[src/rtl/out_port_sched_pkg.sv]
// Shared types and default sizing for the output-port packet scheduler.
package sched_pkg;

  typedef enum logic {
    IDLE  = 1'b0,
    GRANT = 1'b1
  } sched_state_t;

  localparam int NUM_OF_PRIORITY_DEF = 8;
  localparam int PRIORITY_WIDTH_DEF  = 3;
  localparam int WEIGHT_WIDTH_DEF    = 4;

endpackage

[src/rtl/out_port_sched_rot_pick.sv]
// Combinational rotating picker: returns the first set request bit found by
// scanning downward from ptr, wrapping from 0 to num_of_priority-1.
module rot_pick
  import sched_pkg::*;
#(
  parameter int num_of_priority = NUM_OF_PRIORITY_DEF,
  parameter int priority_width  = PRIORITY_WIDTH_DEF
) (
  input  logic [num_of_priority-1:0] req,
  input  logic [priority_width-1:0]  ptr,
  output logic [priority_width-1:0]  idx,
  output logic                       found
);

  int j;

  // Scan from farthest to nearest so the position closest to ptr wins.
  always_comb begin
    idx   = '0;
    found = 1'b0;
    j     = 0;
    for (int k = num_of_priority - 1; k >= 0; k--) begin
      j = int'(ptr) - k;
      if (j < 0) j = j + num_of_priority;
      if (req[j[priority_width-1:0]]) begin
        idx   = j[priority_width-1:0];
        found = 1'b1;
      end
    end
  end

endmodule

[src/rtl/out_port_sched.sv]
// Per-output-port packet scheduler: picks the next priority queue to drain,
// one whole packet per grant, by strict priority or weighted round robin.
// Optional feature macro: SCHED_WRR_EN (WRR credits, rr_ptr and weight decode).
// Without it the block is strict priority only.
module out_port_sched
  import sched_pkg::*;
#(
  parameter int num_of_priority = NUM_OF_PRIORITY_DEF,
  parameter int priority_width  = PRIORITY_WIDTH_DEF,
  parameter int weight_width    = WEIGHT_WIDTH_DEF
) (
  input  logic                                    clk,
  input  logic                                    rst_n,
  input  logic                                    sp0_wrr1,
  input  logic [num_of_priority-1:0]              q_nonempty,
  input  logic [num_of_priority*weight_width-1:0] wrr_weight,
  input  logic                                    ready,
  input  logic                                    pkt_done,
  output logic                                    rd_gnt_vld,
  output logic [priority_width-1:0]               rd_gnt_pri,
  output logic                                    busy
);

  localparam logic [priority_width-1:0] LAST = priority_width'(num_of_priority - 1);

  sched_state_t              state;
  logic                      start;
  logic [priority_width-1:0] sp_idx;
  logic                      sp_found;
  logic [priority_width-1:0] pick_idx;

  assign start = (state == IDLE) && ready && (|q_nonempty);

  // Strict priority is a rotating pick pinned at the highest index.
  rot_pick #(
    .num_of_priority(num_of_priority),
    .priority_width (priority_width)
  ) u_sp_pick (
    .req  (q_nonempty),
    .ptr  (LAST),
    .idx  (sp_idx),
    .found(sp_found)
  );

`ifdef SCHED_WRR_EN
  logic [weight_width-1:0]   credit     [num_of_priority];
  logic [weight_width-1:0]   weight_dec [num_of_priority];
  logic [weight_width-1:0]   eff_credit [num_of_priority];
  logic [num_of_priority-1:0] elig;
  logic [num_of_priority-1:0] eff_elig;
  logic [priority_width-1:0] rr_ptr;
  logic [priority_width-1:0] eff_ptr;
  logic [priority_width-1:0] wrr_idx;
  logic                      wrr_found;
  logic                      mode_q;
  logic                      mode_rise;
  logic                      reload;

  // Decode weights (0 acts as 1) and form the credits arbitration sees this
  // cycle; a reload is used immediately rather than costing an extra cycle.
  always_comb begin
    mode_rise = sp0_wrr1 & ~mode_q;
    elig      = '0;
    eff_elig  = '0;
    for (int i = 0; i < num_of_priority; i++) begin
      weight_dec[i] = wrr_weight[i*weight_width +: weight_width];
      if (weight_dec[i] == '0) weight_dec[i] = weight_width'(1);
      elig[i] = q_nonempty[i] && (credit[i] != '0);
    end
    reload = mode_rise || (elig == '0);
    for (int i = 0; i < num_of_priority; i++) begin
      eff_credit[i] = reload ? weight_dec[i] : credit[i];
      eff_elig[i]   = q_nonempty[i] && (eff_credit[i] != '0);
    end
    eff_ptr = mode_rise ? LAST : rr_ptr;
  end

  rot_pick #(
    .num_of_priority(num_of_priority),
    .priority_width (priority_width)
  ) u_wrr_pick (
    .req  (eff_elig),
    .ptr  (eff_ptr),
    .idx  (wrr_idx),
    .found(wrr_found)
  );

  assign pick_idx = sp0_wrr1 ? wrr_idx : sp_idx;

  // Credit and rr_ptr bookkeeping, committed on the grant edge.
  always_ff @(posedge clk) begin
    if (!rst_n) begin
      for (int i = 0; i < num_of_priority; i++) credit[i] <= '0;
      rr_ptr <= LAST;
      mode_q <= 1'b0;
    end else if (state == IDLE) begin
      mode_q <= sp0_wrr1;
      if (start && sp0_wrr1) begin
        for (int i = 0; i < num_of_priority; i++) credit[i] <= eff_credit[i];
        credit[wrr_idx] <= eff_credit[wrr_idx] - weight_width'(1);
        if (eff_credit[wrr_idx] == weight_width'(1))
          rr_ptr <= (wrr_idx == '0) ? LAST : wrr_idx - 1'b1;
        else
          rr_ptr <= wrr_idx;
      end else if (mode_rise) begin
        for (int i = 0; i < num_of_priority; i++) credit[i] <= weight_dec[i];
        rr_ptr <= LAST;
      end
    end
  end

  logic unused_ok;
  assign unused_ok = sp_found ^ wrr_found;
`else
  assign pick_idx = sp_idx;

  logic unused_ok;
  assign unused_ok = ^{sp0_wrr1, wrr_weight, sp_found};
`endif

  // Two-state grant FSM with registered outputs.
  always_ff @(posedge clk) begin
    if (!rst_n) begin
      state      <= IDLE;
      rd_gnt_vld <= 1'b0;
      rd_gnt_pri <= '0;
      busy       <= 1'b0;
    end else begin
      case (state)
        IDLE: begin
          if (start) begin
            state      <= GRANT;
            rd_gnt_vld <= 1'b1;
            rd_gnt_pri <= pick_idx;
            busy       <= 1'b1;
          end
        end
        GRANT: begin
          if (pkt_done) begin
            state      <= IDLE;
            rd_gnt_vld <= 1'b0;
            busy       <= 1'b0;
          end
        end
        default: begin
          state      <= IDLE;
          rd_gnt_vld <= 1'b0;
          busy       <= 1'b0;
        end
      endcase
    end
  end

endmodule

[config.mk]
export PLATFORM = sky130hd
export DESIGN_NAME = out_port_sched
export DESIGN_NICKNAME = d
export VERILOG_FILES = /design/src/rtl/out_port_sched_pkg.sv /design/src/rtl/out_port_sched_rot_pick.sv /design/src/rtl/out_port_sched.sv
export SDC_FILE = /design/constraint.sdc
export NUM_CORES = 1
export LEC_CHECK = 0
export CORE_MARGIN = 3
export CORE_UTILIZATION = 20
export DETAILED_ROUTE_END_ITERATION = 8
export PLACE_DENSITY = 0.79
export SETUP_SLACK_MARGIN = 0.05
export SYNTH_ARGS = -nofsm -noshare
export SYNTH_HDL_FRONTEND = slang
export SYNTH_SLANG_ARGS = --single-unit
[constraint.sdc]
create_clock -name clk -period 1.8 [get_ports clk]
set_input_delay 0.36 -clock clk [delete_from_list [all_inputs] [get_ports clk]]
set_output_delay 0.36 -clock clk [all_outputs]
set_load 0.005 [all_outputs]
==> metrics.txt <==
Slew headroom=0.788; area fraction in compound gates after synthesis=0.251; worst hold path type=reg2reg; register area=100 µm²; register bit count reported by yosys=5; largest net degree at the start of global routing=6; drt via density=4.21; fin. max-slew vios=0; Reg2Reg Depth=4; Global Route Usage Sum=0.0899; Clock Skews=0.000251 ns; WHS Path Cells=2; Fin Setup TNS=0 ns; H-Tree Level Count=1; Final Non-Filler Cells=70; dpl hpwl=536 µm; final setup vio count=0; Tmin final=1.59 ns; Setup Buffers After CTS=0; Skew-Pair Late Insertion Delay=0.24 ns; area of the multi-input gates=138 µm²; Peak supply drop=0.223 mV; post-route ant nets=0; # clock sinks=5; syn nets=75; ratio of cells with drive above 1 in the final layout=0.232; Crit Path Max Fanout=5; row count=12; WL final=614 µm; die area=0.00179 mm²; post-synthesis cell count=30; Area Growth Syn to Fin=94.3%; First-pass DRT Iterations=2; Slew @ Worst Pin=0.319 ns; Fmax achieved=0.629 GHz; asr flop ratio synth=0; RSZ-0062 raised after global routing=false; count leader, synth=nor2_1; CP endpoint kind=flip-flop; syn avg cell area=8.80 µm²; design area=513 µm²; Die X=42.3 µm; CP startpoint kind=primary input; RD Place Congestion=0.725; DRC viols=0; cell taking the most area after synthesis=dfxtp_1; area of the core=0.00117 mm²; total CTS buffers=3; Synth cell types=12; via count=295; Leakage=0.213 nW; crit path buf inv count=2; combinational family with the most area after synthesis=simple AND/OR/NAND/NOR gates; top cell type's share of synthesized area=0.379; crit path DAT=1.70 ns; antenna violations before repair=0; Final #Nets=102; CP delay by family, top=buffers and inverters; Primary FF master, synth=dfxtp_1; Port Buffers=16; wire per inst=8.77 µm; EDFF count, synth=0; Synth area leaders=dfxtp_1 (38%), a311oi_4 (10%), nor2_1 (10%); chip height=42.3 µm; TritonCTS clock tree=done; adder-cell area share of the yosys netlist=0; status=finished clean; fillers=125; first-pass GRT wire length=1100 µm; CP Data Required Time=1.91 ns; worst hold start=rd_gnt_pri[0]; I/O pin total=50; Max Root-Sink Buffers=2; Tcrit/Tclk final=0.883; Initial DRC Count=1; start of the worst register-to-register path=state; clk slew on worst S/H paths=0.04 ns; Synth top cells by count=nor2_1 (7), dfxtp_1 (5), inv_1 (4), a21oi_1 (3), nor3_1 (3); number of diodes=0; placed cell area=487 µm²; Mapped Area=264 µm²; max_cap viols=0; xor/xnor share of the synthesized area=0; CP max-delay cell=clkdlybuf4s50_1; Initial Util=0.225; CP Cell Sequence=clkdlybuf4s50_1 > nor4_4 > a311oi_4 > buf_4 > nor2_1 > a211oi_1; number of global-route vias before repair=261; CP max stage delay=0.46 ns; Hold Crit Endpoint=rd_gnt_pri[0]; reg-to-reg endpoint=rd_gnt_pri[2]; grt ovf=0; Synth Warn #=0; clk root buf=clkbuf_4; multiplexer area fraction after synthesis=0; sequential share of the synthesized area=0.379; Post-Synth Simple-Gate Area=0.270; Crit Path Class=in2reg; Power per Cell Area=676 mW/mm²; # hold bufs at CTS=0; CTS resizes=0; Hold Vio Cnt, Final=0; R2R Setup Slk=0.68 ns; dpl cells=66
==> stage by stage <==
step,util,worst slack (ns),hold WS (ns),total power [mW]
6_report,0.438,0.210,0.500,0.347
3_3_place_gp,0.416,0.00382,0.485,0.219
2_1_floorplan,-,0.565,0.455,0.159
4_1_cts,0.438,0.200,0.504,0.355
5_1_grt,0.438,0.150,0.522,0.380
3_5_place_dp,0.416,-0.0598,0.497,0.222
==> metal layers <==
layer | vias to the layer above | GRT usage | routed length [µm]
met5 | - | 0 | 0
met4 | 0 | 0.130 | 14
met3 | 2 | 0.0258 | 44
met2 | 15 | 0.125 | 298
met1 | 120 | 0.0891 | 256
li1 | 158 | - | -
==> cell usage in the layout (no fill, tap or decap) <==
cell,synthesis,routed
clkdlybuf4s50_1,0,16
nor2_1,7,7
buf_4,1,7
dfxtp_1,5,5
inv_1,4,4
nor3_1,3,3
a21oi_1,3,3
clkbuf_4,0,3
a211oi_1,2,2
nor4_4,1,1
inv_2,1,1
a311oi_4,1,1
nor4b_1,1,1
o311a_1,1,1
clkbuf_1,0,1
==> layout make-up <==
type / instances / area share
flip-flops and latches: 5 / 0.195
multi-input cells: 19 / 0.268
inverters: 5 / 0.0366
well taps: 14 / 0.0341
clock buffers: 4 / 0.0512
repair buffers: 23 / 0.415
==> registers in the layout (all words and copies together) (netlist names) <==
signal	flops
rd_gnt_pri	3
busy	1
state	1
==> worst register-to-register path, stage by stage (launching register included) <==
cell and delay (ns):
dfxtp_1 0.34, a311oi_4 0.30, buf_4 0.19, nor2_1 0.04
a211oi_1 0.18
==> how the worst max path moves through the flow <==
stage | slack [ns] | end | cells after the start | start
final | 0.21 | rd_gnt_pri[2] | 6 | q_nonempty[5]
after global routing | 0.15 | rd_gnt_pri[1] | 6 | q_nonempty[5]
after CTS | 0.20 | rd_gnt_pri[2] | 6 | q_nonempty[5]
after detailed placement | -0.06 | rd_gnt_pri[2] | 6 | q_nonempty[5]
after global placement | 0.004 | rd_gnt_pri[2] | 6 | q_nonempty[5]
after floorplan | 0.57 | rd_gnt_pri[1] | 4 | q_nonempty[1]
==> report_power, final <==
part | switching [mW] | internal [mW] | total [mW]
sequential | 0.00622 | 0.121 | 0.127
clock | 0.0441 | 0.0837 | 0.128
combinational | 0.0315 | 0.0602 | 0.0917
total | 0.0818 | 0.265 | 0.347
==> cell families after synthesis <==
group / count (synthesis)
flip-flops: 5
AO/OA/AOI/OAI: 7
buffers and inverters: 6
AND/OR/NAND/NOR: 12
Power figures use the tool's default switching activity.
